File: config.mk
export PLATFORM = sky130hd
export DESIGN_NAME = canny_frame_ctrl
export DESIGN_NICKNAME = d
export VERILOG_FILES = /design/src/rtl/canny_frame_ctrl.sv
export SDC_FILE = /design/constraint.sdc
export NUM_CORES = 1
export LEC_CHECK = 0
export ABC_AREA = 1
export CORE_AREA = 2 2 91 93
export CTS_CLUSTER_DIAMETER = 150
export CTS_CLUSTER_SIZE = 30
export DETAILED_ROUTE_END_ITERATION = 10
export DIE_AREA = 0 0 93 95
export PLACE_DENSITY = 0.89
export RECOVER_POWER = 50
export SKIP_CTS_REPAIR_TIMING = 1
export SLEW_MARGIN = 20
export SYNTH_ARGS = -nofsm -noshare
export SYNTH_HDL_FRONTEND = slang
export SYNTH_SLANG_ARGS = --single-unit
File: constraint.sdc
create_clock -name clk -period 3.9 [get_ports clk]
set_input_delay 0.39 -clock clk [delete_from_list [all_inputs] [get_ports clk]]
set_output_delay 0.39 -clock clk [all_outputs]
set_load 0.005 [all_outputs]
File: src/rtl/canny_frame_ctrl.sv
// Frame gate in front of the canny edge pipeline: passes whole camera frames only, latches
// per-frame thresholds, tracks frames still inside the pipeline and flags line/frame timing errors.
module canny_frame_ctrl #(
    parameter int unsigned H_ACTIVE = 640,
    parameter int unsigned V_ACTIVE = 480
) (
    input  logic        clk,
    input  logic        rst,
    input  logic [7:0]  gray_data,
    input  logic        gray_hs,
    input  logic        gray_vs,
    input  logic        gray_de,
    input  logic        NMS_vs,
    input  logic        cfg_we,
    input  logic [1:0]  cfg_addr,
    input  logic [7:0]  cfg_wdata,
    output logic [7:0]  pipe_data,
    output logic        pipe_hs,
    output logic        pipe_vs,
    output logic        pipe_de,
    output logic [7:0]  th_high,
    output logic [7:0]  th_low,
    output logic [15:0] frame_cnt,
    output logic        pix_err,
    output logic        line_err,
    output logic        busy,
    output logic        frame_done
);

    typedef enum logic [1:0] {StIdle, StWaitVs, StRun, StDrain} state_e;

    localparam logic [11:0] CntMax = 12'hFFF;

    state_e      state_q, state_d;
    logic        enable_q, enable_d;
    logic [7:0]  th_high_req_q, th_high_req_d;
    logic [7:0]  th_low_req_q, th_low_req_d;
    logic [7:0]  th_high_q, th_high_d;
    logic [7:0]  th_low_q, th_low_d;
    logic [15:0] frame_cnt_q, frame_cnt_d;
    logic [1:0]  inflight_q, inflight_d;
    logic [11:0] pix_cnt_q, pix_cnt_d;
    logic [11:0] line_cnt_q, line_cnt_d;
    logic [7:0]  pipe_data_q, pipe_data_d;
    logic        pipe_hs_q, pipe_hs_d;
    logic        pipe_vs_q, pipe_vs_d;
    logic        pipe_de_q, pipe_de_d;
    logic        gray_vs_q, gray_de_q, nms_vs_q;
    logic        pix_err_q, pix_err_d;
    logic        line_err_q, line_err_d;
    logic        busy_q, busy_d;
    logic        frame_done_q, frame_done_d;

    logic vs_rise, vs_fall, de_fall, nms_fall, pv_rise;
    logic ctrl_wr, err_clr, enter_run, in_run, pass, pix_set, line_set;

    always_comb begin
        vs_rise   = gray_vs & ~gray_vs_q;
        vs_fall   = ~gray_vs & gray_vs_q;
        de_fall   = ~gray_de & gray_de_q;
        nms_fall  = ~NMS_vs & nms_vs_q;
        ctrl_wr   = cfg_we && (cfg_addr == 2'd0);
        err_clr   = ctrl_wr && cfg_wdata[1];
        in_run    = (state_q == StRun);
        enter_run = (state_q == StWaitVs) && enable_q && vs_rise;
        pass      = in_run || enter_run;

        enable_d      = ctrl_wr ? cfg_wdata[0] : enable_q;
        th_high_req_d = (cfg_we && cfg_addr == 2'd1) ? cfg_wdata : th_high_req_q;
        th_low_req_d  = (cfg_we && cfg_addr == 2'd2) ? cfg_wdata : th_low_req_q;

        state_d = state_q;
        unique case (state_q)
            StIdle:   if (enable_q) state_d = StWaitVs;
            StWaitVs: begin
                if (!enable_q)    state_d = StIdle;
                else if (vs_rise) state_d = StRun;
            end
            StRun:    if (vs_fall) state_d = enable_q ? StWaitVs : StDrain;
            StDrain:  if (inflight_q == 2'd0) state_d = StIdle;
            default:  state_d = StIdle;
        endcase

        pipe_data_d = pass ? gray_data : 8'd0;
        pipe_hs_d   = pass & gray_hs;
        pipe_vs_d   = pass & gray_vs;
        pipe_de_d   = pass & gray_de;

        // Thresholds are sampled once per frame so the pipeline never sees a mid-frame change.
        th_high_d   = th_high_q;
        th_low_d    = th_low_q;
        frame_cnt_d = frame_cnt_q;
        if (enter_run) begin
            th_high_d   = th_high_req_q;
            th_low_d    = (th_low_req_q > th_high_req_q) ? th_high_req_q : th_low_req_q;
            frame_cnt_d = frame_cnt_q + 16'd1;
        end

        pv_rise    = pipe_vs_d & ~pipe_vs_q;
        inflight_d = inflight_q;
        if (pv_rise && !nms_fall && inflight_q != 2'd3) begin
            inflight_d = inflight_q + 2'd1;
        end else if (nms_fall && !pv_rise && inflight_q != 2'd0) begin
            inflight_d = inflight_q - 2'd1;
        end
        frame_done_d = nms_fall && (inflight_q != 2'd0);
        busy_d       = (state_d == StRun) || (inflight_d != 2'd0);

        pix_cnt_d = pix_cnt_q;
        if (enter_run || (in_run && de_fall)) begin
            pix_cnt_d = 12'd0;
        end else if (in_run && gray_de && pix_cnt_q != CntMax) begin
            pix_cnt_d = pix_cnt_q + 12'd1;
        end

        line_cnt_d = line_cnt_q;
        if (enter_run) begin
            line_cnt_d = 12'd0;
        end else if (in_run && de_fall && line_cnt_q != CntMax) begin
            line_cnt_d = line_cnt_q + 12'd1;
        end

        // line_cnt_d already includes a last line whose de fall coincides with the vs fall.
        pix_set  = in_run && de_fall && (pix_cnt_q != 12'(H_ACTIVE));
        line_set = in_run && vs_fall && (line_cnt_d != 12'(V_ACTIVE));
        pix_err_d  = (pix_err_q & ~err_clr) | pix_set;
        line_err_d = (line_err_q & ~err_clr) | line_set;
    end

    always_ff @(posedge clk) begin
        if (rst) begin
            state_q       <= StIdle;
            enable_q      <= 1'b0;
            th_high_req_q <= 8'd0;
            th_low_req_q  <= 8'd0;
            th_high_q     <= 8'd0;
            th_low_q      <= 8'd0;
            frame_cnt_q   <= 16'd0;
            inflight_q    <= 2'd0;
            pix_cnt_q     <= 12'd0;
            line_cnt_q    <= 12'd0;
            pipe_data_q   <= 8'd0;
            pipe_hs_q     <= 1'b0;
            pipe_vs_q     <= 1'b0;
            pipe_de_q     <= 1'b0;
            gray_vs_q     <= 1'b0;
            gray_de_q     <= 1'b0;
            nms_vs_q      <= 1'b0;
            pix_err_q     <= 1'b0;
            line_err_q    <= 1'b0;
            busy_q        <= 1'b0;
            frame_done_q  <= 1'b0;
        end else begin
            state_q       <= state_d;
            enable_q      <= enable_d;
            th_high_req_q <= th_high_req_d;
            th_low_req_q  <= th_low_req_d;
            th_high_q     <= th_high_d;
            th_low_q      <= th_low_d;
            frame_cnt_q   <= frame_cnt_d;
            inflight_q    <= inflight_d;
            pix_cnt_q     <= pix_cnt_d;
            line_cnt_q    <= line_cnt_d;
            pipe_data_q   <= pipe_data_d;
            pipe_hs_q     <= pipe_hs_d;
            pipe_vs_q     <= pipe_vs_d;
            pipe_de_q     <= pipe_de_d;
            gray_vs_q     <= gray_vs;
            gray_de_q     <= gray_de;
            nms_vs_q      <= NMS_vs;
            pix_err_q     <= pix_err_d;
            line_err_q    <= line_err_d;
            busy_q        <= busy_d;
            frame_done_q  <= frame_done_d;
        end
    end

    assign pipe_data  = pipe_data_q;
    assign pipe_hs    = pipe_hs_q;
    assign pipe_vs    = pipe_vs_q;
    assign pipe_de    = pipe_de_q;
    assign th_high    = th_high_q;
    assign th_low     = th_low_q;
    assign frame_cnt  = frame_cnt_q;
    assign pix_err    = pix_err_q;
    assign line_err   = line_err_q;
    assign busy       = busy_q;
    assign frame_done = frame_done_q;

endmodule

Word-level counts from Yosys, hierarchy flattened
Cells that the tools add are included.

Flip-flop bits (word level): 95. Input bits: 25. Output and inout port bits: 47. Logic and storage cells: 99.

$add $sub $neg: 5. Magnitude comparators: 1. Equal/unequal tests: 11. Multiplexer cells: 12. Bitwise gates (word level): 19. Reductions and logical operators: 30.

Operator list (number): adder 12 x 1 -> 12 bit, second input constant (2); two-way mux 12 bit (2); inequality test 12 bit, second input constant (2); logical AND 1 bit (18); adder 16 x 1 -> 16 bit, second input constant (1); two-way mux 2 bit (8); inequality test 12 x 10 -> 1 bit, second input constant (1); inequality test 12 x 9 -> 1 bit, second input constant (1); AND 1 bit (10); == test 2 bit, second input constant (4); greater-than comparator 8 bit (1); two-way mux 8 bit (1); case mux 2 bit (4 select lines) (1); inverter 1 bit (7); logical NOT 2 bit (3); == test 2 x 1 -> 1 bit, second input constant (2); nonzero test 2 bit (2); OR reduction 2 bit (2); logical OR 1 bit (3); adder 2 x 1 -> 2 bit, second input constant (1); logical NOT 1 bit (2); inequality test 2 bit, second input constant (1); bitwise OR 1 bit (2); subtractor 2 x 1 -> 2 bit, second input constant (1).

Longest topological paths before layout
Gate-level depths: netlist (run 1).

Depth in word-level cells: 13. Mapped depth: 14. Gate-level depth less buffers: 14.

Least setup slack after synthesis (run 1)
Ideal clock, no wire load.

Kind: reg-to-reg. Start point: register th_high_req_q[7]. End point: register th_low_q[5] (netlist: th_low[5]). Setup time: 0.119 ns. Data arrival time: 1.587 ns. Required time: 3.781 ns. Path slack: 2.195 ns. Cell stages (with the launch flop): 11. Path buffers: 1. Clock period less this slack: 1.705 ns. Cell sequence: dfxtp_1 > inv_1 > ha_1 > nand2_1 > nor2_1 > nand3_1 > o21ai_1 > buf_2 > a21oi_1 > o21ai_0 > nand2_1.

Word-level cells in the longest chain between the ends: 2.

RTL lines: from (decl) (line 36) `logic [7:0] th_high_req_q, th_high_req_d;`; from (signal assigned) (line 156) `th_high_req_q <= th_high_req_d;`; greater-than comparator 8 bit (line 95) `th_low_d = (th_low_req_q > th_high_req_q) ? th_high_req_q : th_low_req_q;`; two-way mux 8 bit (line 95); to (signal assigned) (line 159) `th_low_q <= th_low_d;`; to (decl) (line 39) `logic [7:0] th_low_q, th_low_d;`.

No other way between the ends. A chain may end at the register's enable or synchronous reset.

==> impl_metrics.env, run 1 <==
export IMPL_drc_errors=0
export IMPL_insertion_delay_ps=370
export IMPL_fin_setup_tns_ps=0
export IMPL_numCtsBuffers=9
export IMPL_first_iter_violations=229
export IMPL_setup_viol=0
export IMPL_synth_seq_area_share=0.434
export IMPL_status="finished clean"
export IMPL_syn_avg_cell_area_sq_um=7.26
export IMPL_yosys_top_cells_area="dfxtp_1 43%, nand2_1 9.9%, inv_1 7.6%"
export IMPL_grt_pass1_wl_mm=16.6
export IMPL_maxCapViolCount=0
export IMPL_post_route_min_period_ps=2440
export IMPL_finalMaxSlewViolations=0
export IMPL_slew_headroom=0.236
export IMPL_drt_pass1_iter_count=8
export IMPL_wl_per_cell_um=12.7
export IMPL_utilization=0.679
export IMPL_r2r_start="th_high_req_q[7]$_SDFFE_PP0P_"
export IMPL_worstSetupPathType="in -> reg"
export IMPL_power_leakage_nw=2.23
export IMPL_ir_drop_uv=242
export IMPL_synth_edf_count=0
export IMPL_fill_cells=648
export IMPL_coreArea_sq_um=7930
export IMPL_layout_drive_gt1_share=0.0619
export IMPL_hp_class="reg -> reg"
export IMPL_start_kind="input port"
export IMPL_vias=4126
export IMPL_ant_nets=0
export IMPL_critPathArrivalTime_ps=2700
export IMPL_rsz0062_at_grt="false"
export IMPL_gr_total_overflow=0
export IMPL_synth_warnings=0
export IMPL_synth_top_cell_area_share=0.434
export IMPL_grt_max_degree=34
export IMPL_hold_start="th_low[6]$_SDFFE_PP0P_"
export IMPL_synth_seq_cells=95
export IMPL_antenna_found_initial=0
export IMPL_min_period_over_period=0.625
export IMPL_synthFlopType="dfxtp_1"
export IMPL_synth_top_cell_by_area="dfxtp_1"
export IMPL_first_global_vias=3846
export IMPL_io_pins=72
export IMPL_ys_types=35
export IMPL_dieArea_sq_um=8840
export IMPL_tightest_slew_ps=1150
export IMPL_ctsHtreeMaxLevel=3
export IMPL_syn_num_nets=643
export IMPL_die_w_um=93
export IMPL_power_mw=1.83
export IMPL_clock_path_buffers=2
export IMPL_syn_to_final_growth_pct=22.7
export IMPL_cellPowerDensity_nw_per_um2=340
export IMPL_port_buffers=71
export IMPL_syn_inst=604
export IMPL_hold_violations=0
export IMPL_startpoint="rst"
export IMPL_dp_hpwl_mm=7.11
export IMPL_via_per_inst=5.26
export IMPL_cp_max_fo=24
export IMPL_end_kind="register"
export IMPL_required_ps=4170
export IMPL_num_antenna_cells=0
export IMPL_place_congestion=0.882
export IMPL_synth_area_sq_um=4390
export IMPL_nets=713
export IMPL_clkTransAtPathRegs_ps=100
export IMPL_rows=33
export IMPL_cts_root_buffer="clkbuf_8"
export IMPL_grt_use_total=0.232
export IMPL_cts_tree="done"
export IMPL_timing_fmax_ghz=0.410
export IMPL_routed_wirelength_mm=9.99
export IMPL_ys_async_sr_fraction=0
export IMPL_fin_skew_ps=13.5
export IMPL_start_util=0.553
export IMPL_clock_sinks=95
export IMPL_dieHeight_um=95
path summary, 6_finish.rpt:
path | cells after the start | to | slack [ps]
worst max-delay path | 5 | frame_cnt[1]$_SDFFE_PP0P_ | 1460
worst min-delay path | 2 | th_low[6]$_SDFFE_PP0P_ | 460
worst max register to register | 9 | th_low[2]$_SDFFE_PP0P_ | 1710
worst min register to register | 2 | th_low[6]$_SDFFE_PP0P_ | 460
worst max-delay path: stages:
cell and delay (ps):
dlygate4sd3_1 540, clkbuf_1 850, nor2_1 200, clkbuf_1 410, a22o_1 310
per-layer routing:
layer / share of wire / track usage
met2: 0.50 / 0.403
met1: 0.43 / 0.286
met3: 0.042 / 0.0279
met4: 0.025 / 0.112
met5: 0 / 0
layout make-up:
class	count	area, sq um	share of cell area
multi-input cells	401	2050	0.381
flip-flops and latches	95	1900	0.353
repair buffers	73	718	0.133
inverters	94	353	0.0656
well taps	105	131	0.0244
clock buffers	9	124	0.0230
clock inverters	7	101	0.0188
flip-flops by register name (all words and copies together), names as in the netlist, 2 cells and up:
register       count
th_high            8
frame_cnt         16
th_high_req_q      8
th_low             8
state_q            2
line_cnt_q        12
th_low_req_q       8
pix_cnt_q         12
inflight_q         2
pipe_data          8
layout by cell type, fill, tap and decap left out, types with 14 or more instances in the layout:
cell	Yosys	routed
a21oi_1	59	59
clkdlybuf4s50_1	0	36
dfxtp_1	95	95
dlygate4sd3_1	0	35
ha_1	14	14
inv_1	89	89
nand2_1	116	116
nand3_1	35	35
nor2_1	63	64
o21ai_0	50	50
Yosys cell counts (5+ instances only):
library cell  count
nand2_1         116
dfxtp_1          95
inv_1            89
nor2_1           63
a21oi_1          59
o21ai_0          50
nand3_1          35
ha_1             14
nor3_1           11
clkbuf_1          9
xor2_1            9
nor2_2            8
nand4_1           6
inv_2             5
nand3_2           5
per-stage QoR:
| stage | area [sq um] | instances | hold slack [ps] | setup slack (ps) |
|---|---|---|---|---|
| 2_1_floorplan | 4390 | 604 | 445 | 2190 |
| 3_3_place_gp | 5170 | 768 | 446 | 1580 |
| 3_5_place_dp | 5170 | 768 | 450 | 1540 |
| 4_1_cts | 5390 | 784 | 467 | 1720 |
| 5_1_grt | 5380 | 784 | 479 | 1280 |
| 6_report | 5380 | 784 | 462 | 1460 |
cells by family (layout without fill, tap and decap cells):
logic type	Yosys count	after routing	synth area share
mux	1	1	0.00257
buf+inv	108	183	0.0981
fa+ha+maj	14	14	0.0399
simple gates	258	258	0.267
flops	95	95	0.434
compound gates	119	119	0.141
xor+xnor	9	9	0.0180
where the power goes:
part | switching [mW] | total [mW] | leakage [nW] | internal [mW]
Clock | 0.360 | 0.727 | 0.107 | 0.368
Sequential | 0.00721 | 0.989 | 0.768 | 0.982
Combinational | 0.0697 | 0.116 | 1.36 | 0.0460
Total | 0.437 | 1.83 | 2.23 | 1.40
(Power assumes the default switching activity.)
==> inputs of run 2 (changes only) <==
--- a/config.mk
+++ b/config.mk
@@ -6,12 +6,12 @@
 export NUM_CORES = 1
 export LEC_CHECK = 0
 export ABC_AREA = 1
-export CORE_AREA = 2 2 91 93
+export CORE_AREA = 2 2 94 96
 export CTS_CLUSTER_DIAMETER = 150
 export CTS_CLUSTER_SIZE = 30
 export DETAILED_ROUTE_END_ITERATION = 10
-export DIE_AREA = 0 0 93 95
-export PLACE_DENSITY = 0.89
+export DIE_AREA = 0 0 96 98
+export PLACE_DENSITY = 0.85
 export RECOVER_POWER = 50
 export SKIP_CTS_REPAIR_TIMING = 1
 export SLEW_MARGIN = 20
==> constraint.sdc (replaced) <==
create_clock -name clk -period 2.3 [get_ports clk]
set_input_delay 0.23 -clock clk [delete_from_list [all_inputs] [get_ports clk]]
set_output_delay 0.23 -clock clk [all_outputs]
set_load 0.005 [all_outputs]
==> impl_metrics.env, run 2 (same netlist as run 1, synthesis figures left out) <==
export IMPL_status="finished clean"
export IMPL_via_per_inst=5.19
export IMPL_rsz0062_at_grt="false"
export IMPL_dp_hpwl_mm=7.22
export IMPL_fin_skew_ps=9.66
export IMPL_ant_nets=0
export IMPL_layout_drive_gt1_share=0.0601
export IMPL_ir_drop_uv=420
export IMPL_critPathArrivalTime_ps=2310
export IMPL_wl_per_cell_um=12.4
export IMPL_end_kind="register"
export IMPL_tightest_slew_ps=982
export IMPL_clock_path_buffers=2
export IMPL_io_pins=72
export IMPL_port_buffers=71
export IMPL_setup_viol=0
export IMPL_first_iter_violations=182
export IMPL_rr_worst_depth=12
export IMPL_numCtsBuffers=9
export IMPL_nets=716
export IMPL_cts_root_buffer="clkbuf_8"
export IMPL_largest_reg_flops=16
export IMPL_cts_tree="done"
export IMPL_routed_wirelength_mm=9.78
export IMPL_cellPowerDensity_nw_per_um2=568
export IMPL_rrSetupSlack_ps=250
export IMPL_finalMaxSlewViolations=0
export IMPL_power_mw=3.06
export IMPL_drc_errors=0
export IMPL_worstHoldEndpoint="pipe_data[1]$_SDFF_PP0_"
export IMPL_fin_setup_tns_ps=0
export IMPL_power_leakage_nw=2.21
export IMPL_post_route_min_period_ps=2050
export IMPL_rows=34
export IMPL_num_antenna_cells=0
export IMPL_utilization=0.636
export IMPL_grt_use_total=0.219
export IMPL_coreArea_sq_um=8470
export IMPL_ctsHtreeMaxLevel=3
export IMPL_start_util=0.518
export IMPL_hp_class="in -> reg"
export IMPL_hold_start="gray_data[1]"
export IMPL_maxCapViolCount=0
export IMPL_start_kind="register"
export IMPL_finalNonFillerCells=790
export IMPL_worstSetupPathType="reg -> reg"
export IMPL_cp_max_fo=18
export IMPL_insertion_delay_ps=370
export IMPL_drt_pass1_iter_count=4
export IMPL_gr_total_overflow=0
export IMPL_clock_sinks=95
export IMPL_dp_cells=774
export IMPL_antenna_found_initial=0
export IMPL_die_w_um=96
export IMPL_place_congestion=0.947
export IMPL_final_cell_mix="116 x nand2_1, 95 x dfxtp_1, 91 x inv_1, 64 x nor2_1, 59 x a21oi_1"
export IMPL_hold_depth=3
export IMPL_dieArea_sq_um=9410
export IMPL_grt_pass1_wl_mm=16.8
export IMPL_syn_to_final_growth_pct=22.6
export IMPL_grt_max_degree=28
export IMPL_final_common_cell="nand2_1"
export IMPL_required_ps=2560
export IMPL_first_global_vias=3864
export IMPL_dieHeight_um=98
export IMPL_rr_endpoint="line_err$_SDFF_PP0_"
export IMPL_timing_fmax_ghz=0.488
export IMPL_r2r_start="line_cnt_q[0]$_SDFF_PP0_"
export IMPL_slew_headroom=0.345
export IMPL_min_period_over_period=0.892
export IMPL_clkTransAtPathRegs_ps=100
export IMPL_hold_violations=0
export IMPL_vias=4097
[run 2: final cells by class]
class | instances | area (sq um)
well taps | 108 | 135
multi-input cells | 401 | 2040
clock buffers | 10 | 138
flip-flops and latches | 95 | 1900
fillers | 719 | 3090
inverters | 94 | 353
clock inverters | 6 | 76.3
repair buffers | 76 | 741
[run 2: where the power goes]
| part | switching, mW | internal (mW) |
|---|---|---|
| clock | 0.621 | 0.552 |
| combinational | 0.121 | 0.0862 |
| sequential | 0.0118 | 1.66 |
| total | 0.754 | 2.30 |
[run 2: per-stage QoR]
step | instance area, sq um | hold WS [ps] | setup WS, ps
2_1_floorplan | 4390 | 342 | 595
3_3_place_gp | 5190 | 443 | 263
3_5_place_dp | 5190 | 441 | 251
4_1_cts | 5410 | 371 | 271
5_1_grt | 5380 | 380 | 32.2
6_report | 5380 | 379 | 249
[run 2: per-layer routing]
metal,vias to the layer above,routed length [um],part of all wire,track usage
li1,2083,-,-,-
met1,1879,4250,0.43,0.280
met2,113,4800,0.49,0.352
met3,22,510,0.052,0.0448
met4,0,226,0.023,0.102
met5,-,0,0,0
[run 2: how the worst max path moves through the flow]
stage | from | to | slack (ps)
after global routing | line_cnt_q[0]$_SDFF_PP0_ | line_err$_SDFF_PP0_ | 30
after floorplan | th_high_req_q[7]$_SDFFE_PP0P_ | th_low[5]$_SDFFE_PP0P_ | 590
final | line_cnt_q[0]$_SDFF_PP0_ | line_err$_SDFF_PP0_ | 250
after CTS | line_cnt_q[0]$_SDFF_PP0_ | line_err$_SDFF_PP0_ | 270
after global placement | gray_vs | frame_cnt[15]$_SDFFE_PP0P_ | 260
after detailed placement | gray_vs | frame_cnt[15]$_SDFFE_PP0P_ | 250
[run 2: critical path: stages (launching register included)]
cell	delay, ps
dfxtp_1	400
ha_1	230
inv_1	80
nor2_2	200
nand3_4	210
nand2_1	160
inv_1	50
a21oi_1	190
nand3_1	120
nor2_1	130
nand2_1	60
nand2_1	50
a21oi_1	50
